$ cat src/rtl/dm_decoder_seq.sv
// Registered 4-to-16 style decoder with address latch, prescaled scan counter and TC pulse.
// Active-low one-hot selects come from the latched address or the scan counter.
module dm_decoder_seq #(
    parameter int unsigned SEL_W    = 4,
    parameter int unsigned STEP_DIV = 1
) (
    input  logic                clk_i,
    input  logic                reset_ni,
    input  logic                g1_ni,
    input  logic                g2_ni,
    input  logic                le_ni,
    input  logic [SEL_W-1:0]    sel_i,
    input  logic                mode_i,
    input  logic                step_i,
    input  logic                load_i,
    output logic [2**SEL_W-1:0] y_no,
    output logic [SEL_W-1:0]    cnt_o,
    output logic                tc_o
);

    localparam int unsigned OUT_N = 2 ** SEL_W;
    // Keep at least one bit so STEP_DIV=1 still elaborates; the register then stays 0.
    localparam int unsigned PRE_W = (STEP_DIV > 1) ? $clog2(STEP_DIV) : 1;
    localparam logic [PRE_W-1:0] PreLast = PRE_W'(STEP_DIV - 1);
    localparam logic [SEL_W-1:0] CntLast = SEL_W'(OUT_N - 1);

    logic [SEL_W-1:0] addr_q, addr_d;
    logic [SEL_W-1:0] cnt_q, cnt_d;
    logic [PRE_W-1:0] pre_q, pre_d;
    logic             en_q, en_d;
    logic             mode_q, mode_d;
    logic             tc_q, tc_d;
    logic [SEL_W-1:0] idx;

    always_ff @(posedge clk_i) begin
        if (!reset_ni) begin
            addr_q <= '0;
            cnt_q  <= '0;
            pre_q  <= '0;
            en_q   <= 1'b0;
            mode_q <= 1'b0;
            tc_q   <= 1'b0;
        end else begin
            addr_q <= addr_d;
            cnt_q  <= cnt_d;
            pre_q  <= pre_d;
            en_q   <= en_d;
            mode_q <= mode_d;
            tc_q   <= tc_d;
        end
    end

    always_comb begin
        addr_d = addr_q;
        cnt_d  = cnt_q;
        pre_d  = pre_q;
        tc_d   = 1'b0;
        en_d   = !g1_ni && !g2_ni;
        mode_d = mode_i;

        if (!le_ni) begin
            addr_d = sel_i;
        end

        // LOAD wins over STEP and ignores MODE.
        if (load_i) begin
            cnt_d = sel_i;
            pre_d = '0;
        end else if (step_i && mode_i) begin
            if (pre_q == PreLast) begin
                pre_d = '0;
                cnt_d = cnt_q + 1'b1;
                tc_d  = (cnt_q == CntLast);
            end else begin
                pre_d = pre_q + 1'b1;
            end
        end
    end

    always_comb begin
        idx  = mode_q ? cnt_q : addr_q;
        y_no = '1;
        if (en_q) begin
            y_no[idx] = 1'b0;
        end
    end

    assign cnt_o = cnt_q;
    assign tc_o  = tc_q;

endmodule

$ cat config.mk
export PLATFORM = sky130hd
export DESIGN_NAME = dm_decoder_seq
export DESIGN_NICKNAME = d
export VERILOG_FILES = /design/src/rtl/dm_decoder_seq.sv
export SDC_FILE = /design/constraint.sdc
export NUM_CORES = 1
export LEC_CHECK = 0
export ABC_CLOCK_PERIOD_IN_PS = 2700
export BUFFER_PORTS_ARGS = -buffer_cell sky130_fd_sc_hd__buf_2
export CORE_MARGIN = 2
export CORE_UTILIZATION = 47
export CTS_CLUSTER_DIAMETER = 120
export DETAILED_ROUTE_END_ITERATION = 16
export HOLD_SLACK_MARGIN = 0.06
export PLACE_DENSITY_LB_ADDON = 0.08
export SKIP_CTS_REPAIR_TIMING = 1
export SLEW_MARGIN = 10
export SYNTH_ARGS = -nofsm -noshare
export SYNTH_HDL_FRONTEND = slang
export SYNTH_SLANG_ARGS = --single-unit
$ cat constraint.sdc
create_clock -name clk_i -period 2.7 [get_ports clk_i]
set_clock_uncertainty 0.2 [all_clocks]
set_input_delay 0.675 -clock clk_i [delete_from_list [all_inputs] [get_ports clk_i]]
set_output_delay 0.675 -clock clk_i [all_outputs]
set_load 0.03 [all_outputs]
==> results_dict.tcl, run 1 <==
set metrics [dict create \
    core_mm2 0.00132 \
    fp.dieArea_mm2 0.00175 \
    critPathCaptureType "output port" \
    initial_core_util_pct 50.9 \
    status "finished, final reports clean" \
    synthTopCellsByArea "dfxtp_1, nand2_1, mux2i_1, nand3b_1, nor2b_1" \
    portBuffers 32 \
    synth_simple_gate_area_share_pct 37.1 \
    cp.required_ns 1.82 \
    synth_top_family_by_area "simple AND/OR/NAND/NOR gates" \
    worst_pin_slew_ns 0.439 \
    wl_mm 1.53 \
    drt-met1-wl_um 717 \
    rows 13 \
    ys_ff_latch 11 \
    diodes 0 \
    start_kind "flip-flop" \
    fin_nets 131 \
    crit_slowest_cell "dfxtp_1" \
    leakagePower_nw 0.349 \
    crit_buf_inv 1 \
    fillers 121 \
    antenna_found_initial 0 \
    cp.depth 4 \
    grt_use_total_pct 18.5 \
    syn_inst 84 \
    clk_latency_ns 0.26 \
    r2r_cells 4 \
    highest_layer "met4" \
    grt_pass1_wl_mm 2.49 \
    post_drt_wl_per_cell_um 11.6 \
    numCtsBuffers 3 \
    clock_path_buffers 2 \
    hold_class "in2reg" \
    htreeDepth 1 \
    die_y_um 41.8 \
    synth_area_per_cell_um2 7.98 \
    yosys-top-cells-count "nand2_1, dfxtp_1, nand3b_1" \
    dp_hpwl_mm 1.20 \
    netlist.area_leader.share_pct 32.8 \
    grt_max_degree 17 \
    finalCriticalPeriod_ns 2.50 \
    drt_iter0_drc 7 \
    vdd_drop_max_v 0.000207 \
    pin_count 33 \
    die_w_um 41.8 \
    cts.sinks 11 \
    route.detailed.drc 0 \
    clockPowerShare_pct 30.1 \
    p_per_area_mw_per_mm2 430 \
    min_path_cells 2 \
    finalCritPeriodShare_pct 92.7 \
    setup_viol 0 \
    synth-xor-area-share_pct 2.61 \
    path_cells "or3b_1 > a21boi_2 > nand2_1 > buf_2" \
    drv_slew 0 \
    sequentialPowerShare_pct 51.0 \
    grt_overflow 0 \
    clk_pin_slew_worst_paths_ns 0.07 \
    grt_pass1_vias 594 \
    drive_gt1_share_pct 32.5 \
    synthDistinctLibCells 32 \
    p_sw_w 0.000111 \
    num_vias 687 \
    ys_async_sr_fraction_pct 0 \
    p_int_w 0.000260 \
    yosys_warnings 0 \
    seq_area_frac_synth_pct 32.8 \
    combPwrFrac_pct 18.9 \
    arrival_ns 1.63 \
    place_congestion 0.777 \
    cts_root_buffer "clkbuf_4" \
    slowest_delay_ns 0.44 \
    slew_headroom_pct 70.7 \
    cp_max_fo 16 \
    max_cap_viol_count 0 \
    wl_met3_um 81 \
    syn_area_um2 671 \
    via_per_inst 5.20 \
    final.setup.tns_ns 0 \
    multi_input_area_um2 434 \
    area_growth_pct 28.7 \
    synth.net_count 97 \
    rsz0062_at_grt "false" \
    drtPass1Iterations 4 \
    fmax_mhz 400 \
    synth_edf_count 0 \
    cts_tree "yes" \
    met2_length_um 716 \
    synth_compound_area_share_pct 17.2 \
    yosys_most_used_dff "dfxtp_1" \
    critical-path-top-delay-family "simple AND/OR/NAND/NOR gates" \
    ff_latch_area_um2 220 \
    yosysMostFrequentCell "nand2_1" \
    path_class "reg2out" \
    fin_total_pwr_w 0.000371 \
    synthAdderAreaFrac_pct 1.87 \
    synth.mux.area_fraction_pct 5.97 \
    antenna_left 0 \
    finalHoldViolations 0 \
    p_sw_share_pct 30.0 \
    synth_top_cell_by_area "dfxtp_1" \
]
==> layer usage <==
layer / track usage [%] / vias up
met4: 9.68 / 0
met1: 21.5 / 302
met3: 3.91 / 2
met5: 0 / -
li1: - / 360
met2: 31.6 / 23
==> sequential cells by signal (all words and copies together), names as in the netlist <==
register / flops
en_q: 1
mode_q: 1
addr_q: 4
cnt_o: 4
tc_o: 1
==> stage by stage <==
stage | setup slack (ns) | utilization [%] | area (um2) | instances | hold slack, ns
6_report | 0.197 | 65.5 | 863 | 132 | 0.363
5_1_grt | 0.0876 | 65.5 | 863 | 132 | 0.356
4_1_cts | 0.198 | 65.5 | 863 | 132 | 0.356
3_5_place_dp | 0.500 | 63.5 | 837 | 128 | 0.358
3_3_place_gp | 0.541 | 63.5 | 837 | 128 | 0.351
2_1_floorplan | 0.636 | - | 671 | 84 | 0.332
==> logic make-up (layout without fill, tap and decap cells) <==
kind of cell	Yosys count	in the layout
simple gates	46	46
compound gates	16	16
flops	11	11
mux	4	4
buf+inv	4	37
xor+xnor	2	2
fa+ha+maj	1	1
==> layout by cell type (no fill, tap or decap), drive strengths merged <==
cell / n
o211a: 2
nor2b: 4
nand3: 4
a21o: 1
o21a: 1
a211o: 1
o21ai: 6
nand3b: 5
nor3: 2
nand2: 18
or3: 1
or3b: 2
buf: 32
inv: 1
ha: 1
clkbuf: 4
xnor2: 1
dfxtp: 11
nand2b: 3
xor2: 1
nor3b: 2
nor2: 2
and2: 1
mux2i: 4
and3: 1
nand4: 1
a21boi: 3
a31oi: 1
a21oi: 1
==> cell type report <==
class / count / share of cell area, %
Multi-Input combinational cell: 69 / 50.3
Sequential cell: 11 / 25.5
Timing Repair Buffer: 32 / 18.6
Clock buffer: 4 / 3.04
Tap cell: 15 / 2.17
Inverter: 1 / 0.435
==> power by group through the flow <==
| stage | Combinational (W) | Sequential, W | Clock (W) |
|---|---|---|---|
| 2_1_floorplan | 0.0000427 | 0.000196 | 0 |
| 3_3_place_gp | 0.0000685 | 0.000192 | 0 |
| 3_5_place_dp | 0.0000698 | 0.000193 | 0 |
| 4_1_cts | 0.0000704 | 0.000189 | 0.000117 |
| 5_1_grt | 0.0000767 | 0.000191 | 0.000125 |
| 6_report | 0.0000703 | 0.000189 | 0.000112 |
==> path summary, 6_finish.rpt <==
check                                           start               endpoint  slack, ns
worst max register to register  cnt_o[1]$_SDFFE_PN0P_  cnt_o[1]$_SDFFE_PN0P_       1.08
worst max-delay path                mode_q$_SDFF_PN0_                y_no[5]       0.20
worst min-delay path                            g2_ni        en_q$_SDFF_PN0_       0.36
worst min register to register  cnt_o[3]$_SDFFE_PN0P_        tc_o$_SDFF_PP0_       0.37
==> worst reg2reg max path, delay by kind of cell, from the launching register on <==
| family | cells | cell delay [ns] |
|---|---|---|
| compound gates | 2 | 0.39 |
| simple gates | 1 | 0.14 |
| flops | 1 | 0.50 |
| fa+ha+maj | 1 | 0.29 |
(Power assumes the default switching activity.)
==> run 2, diff against run 1 <==
- BUFFER_PORTS_ARGS: -buffer_cell sky130_fd_sc_hd__buf_2 -> default
- CORE_AREA: default -> 2 2 39 41
- CORE_MARGIN: 2 -> default
- CORE_UTILIZATION: 47 -> default
- DIE_AREA: default -> 0 0 41 43
- DONT_BUFFER_PORTS: default -> 1
- SETUP_SLACK_MARGIN: default -> 0.4
==> run 2 against run 1 <==
Cell count decreased by 17%; wire length is 13% higher; first-iteration DRC count up 29%; utilization is 1.5 points higher; combinational power rose by 8.3%.
==> results_dict.tcl, run 2 (same netlist as run 1, synthesis figures left out) <==
set metrics [dict create \
    status "finished, final reports clean" \
    htreeDepth 1 \
    rows 14 \
    clk_pin_slew_worst_paths_ns 0.07 \
    path_class "reg2out" \
    die_y_um 43 \
    via_per_inst 5.66 \
    dp_hpwl_mm 1.08 \
    leakagePower_nw 0.430 \
    critPathCaptureType "output port" \
    die_w_um 41 \
    finalCritPeriodShare_pct 86.0 \
    hold_slack_ns 0.270 \
    finalCriticalPeriod_ns 2.32 \
    antenna_found_initial 0 \
    antenna_left 0 \
    fin_nets 107 \
    final.setup.tns_ns 0 \
    clk_latency_ns 0.27 \
    cp.required_ns 1.82 \
    num_vias 617 \
    pin_count 33 \
    core_mm2 0.00138 \
    diodes 0 \
    arrival_ns 1.45 \
    numCtsBuffers 3 \
    route.detailed.drc 0 \
    post-route-util_pct 67.0 \
    drt_iter0_drc 9 \
    grt_use_total_pct 18.5 \
    fmax_mhz 431 \
    max_cap_viol_count 0 \
    cts.sinks 11 \
    initial_core_util_pct 48.5 \
    worst_pin_slew_ns 0.402 \
    setup_ws_ns 0.379 \
    finalHoldViolations 0 \
    start_kind "flip-flop" \
    grt_max_degree 17 \
    vdd_drop_max_v 0.000239 \
    drive_gt1_share_pct 44.1 \
    area_growth_pct 38.2 \
    drv_slew 0 \
    drtPass1Iterations 2 \
    hold_class "in2reg" \
    grt_overflow 0 \
    grt_pass1_wl_mm 2.17 \
    pre_cts_ws_ns 0.474 \
    slew_headroom_pct 73.2 \
    wl_mm 1.72 \
    final_cells 109 \
    fp.dieArea_mm2 0.00176 \
    post_drt_wl_per_cell_um 15.8 \
    clock_path_buffers 2 \
    place_inst 99 \
    mostFrequentLayoutCells "nand2_4, nand2_2, dfxtp_1" \
    grt_pass1_vias 555 \
    fillers 105 \
    portBuffers 0 \
    place_congestion 0.783 \
    cts_root_buffer "clkbuf_4" \
    rsz0062_at_grt "true" \
    cp_max_fo 5 \
    layout_commonest_cell "nand2_4" \
    p_per_area_mw_per_mm2 409 \
    cts_tree "yes" \
    setup_viol 0 \
]
-- run 2: layout make-up --
cell class,count,area (um2),area share [%]
multi-input combinational,69,561,60.5
sequential,11,234,25.2
timing repair buffer,8,82.6,8.91
clock buffer,4,26.3,2.83
tap,16,20.0,2.16
inverter,1,3.75,0.405
-- run 2: worst paths after layout --
| check | cells past startpoint | from | endpoint | slack, ns |
|---|---|---|---|---|
| min reg2reg | 2 | addr_q[2]$_SDFFE_PN0N_ | addr_q[2]$_SDFFE_PN0N_ | 0.34 |
| max | 4 | addr_q[3]$_SDFFE_PN0N_ | y_no[11] | 0.38 |
| max reg2reg | 5 | cnt_o[0]$_SDFFE_PN0P_ | cnt_o[1]$_SDFFE_PN0P_ | 0.97 |
| min | 1 | g2_ni | en_q$_SDFF_PN0_ | 0.27 |
-- run 2: through the flow --
step	total power, W	area [um2]
4_1_cts	0.000362	719
5_1_grt	0.000399	927
3_5_place_dp	0.000248	693
6_report	0.000379	927
3_3_place_gp	0.000247	693
2_1_floorplan	0.000239	671
-- run 2: power breakdown --
| part | internal (W) | switching [W] |
|---|---|---|
| Sequential | 0.000171 | 0.0000192 |
| Clock | 0.0000573 | 0.0000552 |
| Combinational | 0.0000339 | 0.0000422 |
| Total | 0.000263 | 0.000117 |
-- run 2: worst max-delay path, cell delays in order, from the launching register on --
cell and delay [ns]:
dfxtp_2 0.37, or3b_1 0.41, a21boi_4 0.17, buf_12 0.14
nand2_4 0.09
-- run 2: metal layers --
metal / GRT usage [%] / up-vias / wire length (um)
met5: 0 / - / 0
met4: 16.7 / 0 / 41
met3: 3.66 / 5 / 96
met2: 27.5 / 23 / 883
met1: 20.7 / 278 / 702
li1: - / 311 / -
==> run 3, diff against run 2 <==
- ABC_AREA: default -> 1
- CORE_AREA: 2 2 39 41 -> default
- CORE_UTILIZATION: default -> 52
- DIE_AREA: 0 0 41 43 -> default
==> run 3 against run 2 <==
Flip-flop and latch count stayed put; die area is 17% lower; combinational power is 29% higher; final area is 13% lower; via count is 9.9% higher; cell count is 15% higher; highest routed layer unchanged; hold slack worse by 0.0027 ns; critical path type unchanged.
==> results_dict.tcl, run 3 <==
set metrics [dict create \
    status "finished, final reports clean" \
    synth_simple_gate_area_share_pct 44.7 \
    grt_use_total_pct 20.6 \
    crit_start "mode_q$_SDFF_PN0_" \
    cp.required_ns 1.82 \
    worst_pin_slew_ns 0.315 \
    combPwrFrac_pct 25.1 \
    ff_latch_area_um2 224 \
    p_int_w 0.000260 \
    post_drt_wl_per_cell_um 11.4 \
    clock_path_buffers 2 \
    synthAdderAreaFrac_pct 1.82 \
    p_sw_share_pct 33.6 \
    final.setup.tns_ns 0 \
    grt_pass1_wl_mm 2.06 \
    via_per_inst 5.42 \
    cts_tree "yes" \
    fp.dieArea_mm2 0.00147 \
    leakagePower_nw 0.316 \
    drtPass1Iterations 4 \
    synthDistinctLibCells 17 \
    die_w_um 38.3 \
    setup_viol 0 \
    pin_count 33 \
    wl_met3_um 110 \
    dp_hpwl_mm 1.12 \
    highest_layer "met4" \
    drive_gt1_share_pct 27.9 \
    finalHoldViolations 0 \
    final_cells 125 \
    hold_class "in2reg" \
    whs_endpoint "en_q$_SDFF_PN0_" \
    finalCriticalPeriod_ns 2.26 \
    grt_max_degree 10 \
    wl_mm 1.43 \
    place_inst 121 \
    sequentialPowerShare_pct 46.3 \
    fin_nets 125 \
    cts_root_buffer "clkbuf_4" \
    path_cells "o21ai_2 > nand2_4 > nor2_4 > nand2_1" \
    antenna_found_initial 0 \
    multi_input_area_um2 448 \
    min_path_cells 1 \
    fmax_mhz 443 \
    vdd_drop_max_v 0.000317 \
    rsz0062_at_grt "true" \
    die_y_um 38.3 \
    initial_core_util_pct 58.5 \
    syn_inst 103 \
    synthTopCellsByArea "dfxtp_1, nand2_1, nor2_1, nor2_4, inv_1" \
    r2r-end "cnt_o[2]$_SDFFE_PN0P_" \
    yosys_warnings 0 \
    antenna_left 0 \
    ys_async_sr_fraction_pct 0 \
    route.detailed.drc 0 \
    synth_top_cell_by_area "dfxtp_1" \
    cp_max_fo 8 \
    synth_compound_area_share_pct 10.9 \
    synth_edf_count 0 \
    critPathCaptureType "output port" \
    drt_iter0_drc 9 \
    cts.sinks 11 \
    clk_pin_slew_worst_paths_ns 0.07 \
    arrival_ns 1.38 \
    core_mm2 0.00117 \
    area_growth_pct 17.9 \
    slowest_delay_ns 0.38 \
    min_from "g1_ni" \
    slew_headroom_pct 79.0 \
    mostFrequentLayoutCells "nand2_1, nor2_1, inv_1" \
    synth.net_count 116 \
    yosys_most_used_dff "dfxtp_1" \
    crit_slowest_cell "dfxtp_4" \
    p_per_area_mw_per_mm2 484 \
    htreeDepth 1 \
    fillers 106 \
    setup_ws_ns 0.442 \
    synth-xor-area-share_pct 1.28 \
    start_kind "flip-flop" \
    finalCritPeriodShare_pct 83.6 \
    yosys-top-cells-count "nand2_1, nor2_1, dfxtp_1, inv_1, o21ai_0" \
    pre_cts_ws_ns 0.595 \
    syn_area_um2 686 \
    diodes 0 \
    netlist.area_leader.share_pct 32.1 \
    num_vias 678 \
    p_sw_w 0.000131 \
    clockPowerShare_pct 28.6 \
    met2_length_um 681 \
    clk_latency_ns 0.27 \
    seq_area_frac_synth_pct 32.1 \
    grt_pass1_vias 535 \
    synth.mux.area_fraction_pct 0 \
    portBuffers 0 \
    yosysMostFrequentCell "nand2_1" \
    path_class "reg2out" \
    numCtsBuffers 3 \
    grt_overflow 0 \
    place_congestion 0.799 \
    r2r_start "cnt_o[0]$_SDFFE_PN0P_" \
    synth_top_family_by_area "simple AND/OR/NAND/NOR gates" \
    synth_area_per_cell_um2 6.66 \
    ys_ff_latch 11 \
    max_cap_viol_count 0 \
    drt-met1-wl_um 622 \
    r2r_slack_ns 1.38 \
    drv_slew 0 \
    r2r_cells 6 \
    rows 12 \
]
==> run 3: final cells by class <==
class / instances / area share (%)
Clock buffer: 4 / 3.25
Inverter: 14 / 7.74
Multi-Input combinational cell: 78 / 55.4
Sequential cell: 11 / 27.7
Tap cell: 14 / 2.17
Timing Repair Buffer: 4 / 3.72
==> run 3: power groups by stage <==
| stage | Combinational, W | Sequential [W] | Clock [W] |
|---|---|---|---|
| 3_3_place_gp | 0.0000894 | 0.000183 | 0 |
| 6_report | 0.0000981 | 0.000181 | 0.000112 |
| 4_1_cts | 0.0000909 | 0.000180 | 0.000116 |
| 2_1_floorplan | 0.0000625 | 0.000194 | 0 |
| 5_1_grt | 0.000108 | 0.000182 | 0.000123 |
| 3_5_place_dp | 0.0000906 | 0.000184 | 0 |
==> run 3: cells by family (layout without fill, tap and decap cells) <==
| logic type | count (synthesis) | after routing |
|---|---|---|
| AO/OA/AOI/OAI | 12 | 12 |
| XOR/XNOR | 1 | 1 |
| adder cells (fa/ha/maj) | 1 | 1 |
| buffers and inverters | 14 | 22 |
| flip-flops | 11 | 11 |
| AND/OR/NAND/NOR | 64 | 64 |
==> run 3: worst max path at each step <==
stage                    end  slack, ns
detailed placement   y_no[4]       0.60
finish               y_no[2]       0.44
floorplan           y_no[12]       0.52
global route        y_no[15]       0.34
global placement     y_no[4]       0.64
CTS                  y_no[4]       0.30
==> run 3: metal layers <==
layer / up-vias / track usage [%]
li1: 346 / -
met1: 298 / 23.5
met2: 31 / 35.2
met3: 3 / 8.14
met4: 0 / 5.36
met5: - / 0
==> run 3: critical path, delay by kind of cell (launching register included) <==
family	cells	cell delay, ns
AND/OR/NAND/NOR	3	0.45
flip-flops	1	0.38
AO/OA/AOI/OAI	1	0.28
==> run 3: metrics by stage <==
step	util (%)	power (W)	hold WS (ns)	cell area (um2)
2_1_floorplan	-	0.000257	0.280	686
3_3_place_gp	62.6	0.000273	0.301	733
3_5_place_dp	62.6	0.000274	0.298	733
4_1_cts	64.9	0.000387	0.261	759
5_1_grt	69.0	0.000413	0.252	808
6_report	69.0	0.000391	0.268	808
